===== src/rtl/vga_timing_gen.sv =====
// vga_timing_gen: parametrised raster timing core for the display path.
// Fetch-side counters issue the next pixel coordinates LAT clocks ahead of the
// sync / data-enable / colour outputs. A LAT-deep flag pipeline delays the
// outputs so that framebuffer read data lines up with them exactly.
// Optional build macro: VGA_TIMING_TEST_PATTERN_EN adds the pattern_en input
// and an internal 8-bar colour pattern generator.
module vga_timing_gen #(
    parameter int H_ACTIVE = 640,
    parameter int H_FRONT  = 16,
    parameter int H_PULSE  = 96,
    parameter int H_BACK   = 48,
    parameter int V_ACTIVE = 480,
    parameter int V_FRONT  = 10,
    parameter int V_PULSE  = 2,
    parameter int V_BACK   = 33,
    parameter bit H_POL    = 1'b0,
    parameter bit V_POL    = 1'b0,
    parameter int CW       = 4,
    parameter int LAT      = 1
) (
    input  logic            clk,
    input  logic            rst_n,
`ifdef VGA_TIMING_TEST_PATTERN_EN
    input  logic            pattern_en,
`endif
    input  logic [3*CW-1:0] color_in,
    output logic [11:0]     next_x,
    output logic [11:0]     next_y,
    output logic            next_valid,
    output logic            hsync,
    output logic            vsync,
    output logic            de,
    output logic [CW-1:0]   red,
    output logic [CW-1:0]   green,
    output logic [CW-1:0]   blue,
    output logic            frame_start,
    output logic            line_start
);

    localparam int H_TOTAL = H_ACTIVE + H_FRONT + H_PULSE + H_BACK;
    localparam int V_TOTAL = V_ACTIVE + V_FRONT + V_PULSE + V_BACK;

    localparam logic [11:0] H_ACT_END  = 12'(H_ACTIVE);
    localparam logic [11:0] H_SYNC_BEG = 12'(H_ACTIVE + H_FRONT);
    localparam logic [11:0] H_SYNC_END = 12'(H_ACTIVE + H_FRONT + H_PULSE);
    localparam logic [11:0] H_LAST     = 12'(H_TOTAL - 1);
    localparam logic [11:0] V_ACT_END  = 12'(V_ACTIVE);
    localparam logic [11:0] V_SYNC_BEG = 12'(V_ACTIVE + V_FRONT);
    localparam logic [11:0] V_SYNC_END = 12'(V_ACTIVE + V_FRONT + V_PULSE);
    localparam logic [11:0] V_LAST     = 12'(V_TOTAL - 1);

    // Bit positions inside the delayed flag word
    localparam int F_HP = 4;
    localparam int F_VP = 3;
    localparam int F_DE = 2;
    localparam int F_FS = 1;
    localparam int F_LS = 0;

    // Reject mode parameters that cannot produce a valid raster
    if (H_FRONT == 0 || H_PULSE == 0 || H_BACK == 0 ||
        V_FRONT == 0 || V_PULSE == 0 || V_BACK == 0) begin : g_bad_porch
        $error("vga_timing_gen: porch and pulse widths must be non-zero");
    end
    if (H_TOTAL > 4096 || V_TOTAL > 4096) begin : g_bad_total
        $error("vga_timing_gen: H_TOTAL and V_TOTAL must not exceed 4096");
    end
    if (LAT < 1 || LAT > 8) begin : g_bad_lat
        $error("vga_timing_gen: LAT must be in 1..8");
    end

    logic [11:0]     h_cnt_q, h_cnt_d;
    logic [11:0]     v_cnt_q, v_cnt_d;
    logic            h_active_s, v_active_s;
    logic            h_pulse_s, v_pulse_s;
    logic [4:0]      raw_s;
    logic [4:0]      pipe_q [LAT];
    logic            last_in_de_s;
    logic [11:0]     next_x_s;
    logic [3*CW-1:0] color_q, color_d;

    // Next raster position: h wraps at end of line, v advances on each wrap
    always_comb begin
        h_cnt_d = h_cnt_q;
        v_cnt_d = v_cnt_q;
        if (h_cnt_q == H_LAST) begin
            h_cnt_d = 12'd0;
            if (v_cnt_q == V_LAST) begin
                v_cnt_d = 12'd0;
            end else begin
                v_cnt_d = v_cnt_q + 12'd1;
            end
        end else begin
            h_cnt_d = h_cnt_q + 12'd1;
        end
    end

    // Fetch-side raster counters
    always_ff @(posedge clk or negedge rst_n) begin
        if (!rst_n) begin
            h_cnt_q <= 12'd0;
            v_cnt_q <= 12'd0;
        end else begin
            h_cnt_q <= h_cnt_d;
            v_cnt_q <= v_cnt_d;
        end
    end

    assign h_active_s = (h_cnt_q < H_ACT_END);
    assign v_active_s = (v_cnt_q < V_ACT_END);
    assign h_pulse_s  = (h_cnt_q >= H_SYNC_BEG) && (h_cnt_q < H_SYNC_END);
    assign v_pulse_s  = (v_cnt_q >= V_SYNC_BEG) && (v_cnt_q < V_SYNC_END);

    assign next_valid = h_active_s && v_active_s;
    assign next_x_s   = next_valid ? h_cnt_q : 12'd0;
    assign next_x     = next_x_s;
    assign next_y     = v_active_s ? v_cnt_q : 12'd0;

    assign raw_s[F_HP] = h_pulse_s;
    assign raw_s[F_VP] = v_pulse_s;
    assign raw_s[F_DE] = next_valid;
    assign raw_s[F_FS] = (h_cnt_q == 12'd0) && (v_cnt_q == 12'd0);
    assign raw_s[F_LS] = (h_cnt_q == 12'd0) && v_active_s;

    // Delay the raw raster flags by LAT clocks to meet the fetched colour
    always_ff @(posedge clk or negedge rst_n) begin
        if (!rst_n) begin
            for (int k = 0; k < LAT; k++) begin
                pipe_q[k] <= 5'd0;
            end
        end else begin
            pipe_q[0] <= raw_s;
            for (int k = 1; k < LAT; k++) begin
                pipe_q[k] <= pipe_q[k-1];
            end
        end
    end

    // de value about to be loaded into the output stage
    if (LAT == 1) begin : g_de_direct
        assign last_in_de_s = raw_s[F_DE];
    end else begin : g_de_pipe
        assign last_in_de_s = pipe_q[LAT-2][F_DE];
    end

`ifdef VGA_TIMING_TEST_PATTERN_EN
    localparam int BAR_W = (H_ACTIVE >= 8) ? (H_ACTIVE / 8) : 1;

    logic [11:0]     bar_x_s;
    logic [11:0]     bar_full_s;
    logic [2:0]      bar_s;
    logic [3*CW-1:0] pattern_s;

    // Column delayed to the same stage as the de being loaded
    if (LAT == 1) begin : g_x_direct
        assign bar_x_s = next_x_s;
    end else begin : g_x_pipe
        logic [11:0] x_pipe_q [LAT-1];

        // Carry the requested column down toward the colour register
        always_ff @(posedge clk or negedge rst_n) begin
            if (!rst_n) begin
                for (int k = 0; k < LAT - 1; k++) begin
                    x_pipe_q[k] <= 12'd0;
                end
            end else begin
                x_pipe_q[0] <= next_x_s;
                for (int k = 1; k < LAT - 1; k++) begin
                    x_pipe_q[k] <= x_pipe_q[k-1];
                end
            end
        end

        assign bar_x_s = x_pipe_q[LAT-2];
    end

    assign bar_full_s = bar_x_s / 12'(BAR_W);
    assign bar_s      = (bar_full_s > 12'd7) ? 3'd7 : bar_full_s[2:0];
    assign pattern_s  = {{CW{bar_s[2]}}, {CW{bar_s[1]}}, {CW{bar_s[0]}}};
`endif

    // Colour source select, blanked whenever the loaded de is low
    always_comb begin
        color_d = '0;
        if (last_in_de_s) begin
`ifdef VGA_TIMING_TEST_PATTERN_EN
            if (pattern_en) begin
                color_d = pattern_s;
            end else begin
                color_d = color_in;
            end
`else
            color_d = color_in;
`endif
        end else begin
            color_d = '0;
        end
    end

    // Colour output register, loaded on the same edge as de
    always_ff @(posedge clk or negedge rst_n) begin
        if (!rst_n) begin
            color_q <= '0;
        end else begin
            color_q <= color_d;
        end
    end

    // Pulse flags map to the configured polarity; idle level is the complement
    assign hsync       = pipe_q[LAT-1][F_HP] ^ ~H_POL;
    assign vsync       = pipe_q[LAT-1][F_VP] ^ ~V_POL;
    assign de          = pipe_q[LAT-1][F_DE];
    assign frame_start = pipe_q[LAT-1][F_FS];
    assign line_start  = pipe_q[LAT-1][F_LS];
    assign red         = color_q[3*CW-1:2*CW];
    assign green       = color_q[2*CW-1:CW];
    assign blue        = color_q[CW-1:0];

endmodule


===== config.mk =====
export PLATFORM = sky130hd
export DESIGN_NAME = vga_timing_gen
export DESIGN_NICKNAME = d
export VERILOG_FILES = /design/src/rtl/vga_timing_gen.sv
export SDC_FILE = /design/constraint.sdc
export NUM_CORES = 1
export LEC_CHECK = 0
export ABC_AREA = 0
export CAP_MARGIN = 5
export CORE_AREA = 2 2 73 75
export DETAILED_ROUTE_END_ITERATION = 6
export DIE_AREA = 0 0 75 77
export HOLD_SLACK_MARGIN = 0.05
export PLACE_DENSITY = 0.8
export SETUP_SLACK_MARGIN = 0.2
export SYNTH_ARGS = -nofsm -noshare
export SYNTH_HDL_FRONTEND = slang
export SYNTH_SLANG_ARGS = --single-unit

===== constraint.sdc =====
create_clock -name clk -period 1.7 [get_ports clk]
set_input_delay 0.17 -clock clk [delete_from_list [all_inputs] [get_ports clk]]
set_output_delay 0.17 -clock clk [all_outputs]
set_load 0.02 [all_outputs]

==> results.txt <==
Post-Synth Adder-Cell Area = 0.0242
asr flop ratio synth = 1.00
Worst Skew = 0.0182 ns
Port Buffer Count = 50
Vias/cell = 4.93
CP Class = reg -> out
max-slew violations = 0
Pre-antenna DRT Iters = 4
EDFF count, synth = 0
largest family of logic cells by synthesized area = simple AND/OR/NAND/NOR gates
Mapped Cells = 196
Starting Density = 0.416
DRC = 0
crit share post-route = 1.09
DRT iter0 DRCs = 134
CTS Buffer Depth = 2
Synth Area in Compound Gates = 0.0441
failing checks = setup timing
area share of the largest cell type after synthesis = 0.495
WL final = 6110 um
Post-DP HPWL = 3380 um
leakage = 1.63 nW
Worst EP required = 1.53 ns
CP arrival = 1.68 ns
Critical Path Source Type = flip-flop
TritonCTS Sinks = 41
Wirelength per Cell = 16.8 um
Yosys reg bits = 41
Worst-path clk slew = 0.09 ns
TritonCTS clock tree = done
placed cell count = 338
Synth cell types = 38
num rows = 26
total gr overflow = 0
final antenna-violating net count = 0
Hold Slack = 0.258 ns
top cells by count, synth = dfrtp_1, and2_1, nand2_1, nand3_1
Hold Crit Class = in -> async
first-pass GRT wire length = 8760 um
Setup TNS = -2.17 ns
Yosys Warn Count = 0
total track usage = 0.197
fin cells = 364
die width = 75 um
min Tclk post-route = 1.85 ns
XOR/XNOR share of the synthesized area = 0.0550
syn_area_per_cell = 10.6 um^2
pwr/cell area = 545 nW/um^2
largest net degree at the start of global routing = 33
simple-gate share of the synthesized area = 0.301
crit-path max FO = 5
die area = 5780 um^2
vias in the first global route = 1815
share of layout cells above drive strength 1 = 0.486
power consumption = 1.91 mW
CTS H-Tree Depth = 2
Antenna diodes = 0
maxcap violations = 0
status = complete, but fails checks
leading area contributor after synthesis = dfrtp_1
Synth Cell Area = 2070 um^2
I/O pin total = 56
Finish-stage setup viols = 21
initial antenna violation count = 0
Worst-Skew Late Latency = 0.30 ns
clock root cell = clkbuf_8
final worst setup slack = -0.153 ns
top-count cell post-synth = dfrtp_1
P&R area growth vs syn = 69.1%
cts bufs inserted = 5
Peak VDD IR = 0.513 mV
Max Freq = 540 MHz
Final Hold Fails = 0
Core Area = 4980 um^2
RSZ-0062 raised after global routing = true
sequential fraction of the synthesis area = 0.495
CP Capture Type = primary output
post-layout util = 0.704
DIE HEIGHT = 77 um
Main synth FF type = dfrtp_1
top cells by area, synth = dfrtp_1, and2_1, xor2_1
DR vias = 1795
gpl congestion = 0.796
count of nets after finishing = 311
mux contribution to synthesized area = 0.00544
-- state kept, by name, indices dropped and copies added, names as in the netlist --
register / flops
color_q: 12
h_cnt_q: 12
pipe_q: 5
v_cnt_q: 12
-- layout make-up --
| type | instances | area [um^2] |
|---|---|---|
| fillers | 336 | 1480 |
| multi-input cells | 135 | 1220 |
| flip-flops and latches | 41 | 1030 |
| repair buffers | 101 | 1010 |
| well taps | 70 | 87.6 |
| clock buffers | 5 | 68.8 |
| clock inverters | 3 | 46.3 |
| inverters | 9 | 41.3 |
-- metrics by stage --
step           setup WS, ns  cell area (um^2)
2_1_floorplan         0.102              2150
3_3_place_gp         -0.210              2850
3_5_place_dp         -0.258              2850
4_1_cts              -0.133              3270
5_1_grt              -0.241              3500
6_report             -0.153              3500
-- path summary, 6_finish.rpt --
kind / slack (ns) / cells past startpoint / from / to
worst max-delay path: -0.15 / 7 / v_cnt_q[5]$_DFFE_PN0N_ / next_y[7]
worst min-delay path: 0.26 / 2 / rst_n / color_q[10]$_DFF_PN0_
worst max register to register: 0 / 7 / h_cnt_q[7]$_DFF_PN0_ / v_cnt_q[9]$_DFFE_PN0N_
worst min register to register: 0.56 / 2 / h_cnt_q[0]$_DFF_PN0_ / h_cnt_q[0]$_DFF_PN0_
max in group asynchronous: 0.73 / 3 / rst_n / v_cnt_q[6]$_DFFE_PN0N_
min in group clk: 0.41 / 2 / color_in[4] / color_q[4]$_DFF_PN0_
-- critical path: stages, from the launching register on --
cell and delay, ns:
dfrtp_1 0.43, nand4_4 0.09, nor4b_4 0.23, buf_4 0.17, buf_8 0.12, buf_6 0.10
and2_4 0.13, buf_6 0.11
-- timing repair --
action	in CTS	in global routing
pin swaps	27	14
endpoints found under the hold margin	9	0
endpoints found under the setup margin	50	53
setup buffers	10	6
cloned	1	0
gates resized for setup	166	47
hold buffers	1	0
-- cell families (layout without fill, tap and decap cells) --
group,Yosys count,in the layout
muxes,1,1
adders and majority gates,4,4
xor gates and xnor gates,13,13
buffers and inverters,24,118
AOI/OAI and AO/OA,15,15
other,1,5
and+or+nand+nor,97,97
DFF,41,41
-- layout by cell type, fill, tap and decap left out, types with 2 or more instances in the layout --
master	n
nor3_4	3
nor3_1	3
xor2_1	11
buf_6	38
and2_1	13
xnor2_1	2
nor4_4	5
o21ai_2	2
conb_1	5
inv_2	2
dfrtp_1	37
clkdlybuf4s50_1	28
nand2_1	10
nand4_1	3
ha_2	2
and3_1	2
and3_4	2
nor2_4	8
nand4_4	2
nor2_1	3
buf_4	29
o21ai_0	3
inv_1	6
o31ai_4	2
and2_4	15
nor2b_1	2
clkbuf_8	5
dfrtp_2	4
buf_12	2
nand3_1	11
nor4b_4	3
ha_1	2
-- routing by layer --
metal | global-route usage | share of wire | vias up
met4 | 0.0661 | 0.019 | 0
li1 | - | - | 840
met2 | 0.340 | 0.55 | 67
met3 | 0.0407 | 0.049 | 11
met1 | 0.239 | 0.38 | 877
met5 | 0 | 0 | -
-- power breakdown --
group          leakage [nW]  switching [mW]  internal (mW)
clock network        0.0543           0.356          0.440
registers             0.519         0.00401          0.989
logic                  1.05          0.0600         0.0592
total                  1.63           0.420           1.49
(Power assumes the default switching activity.)
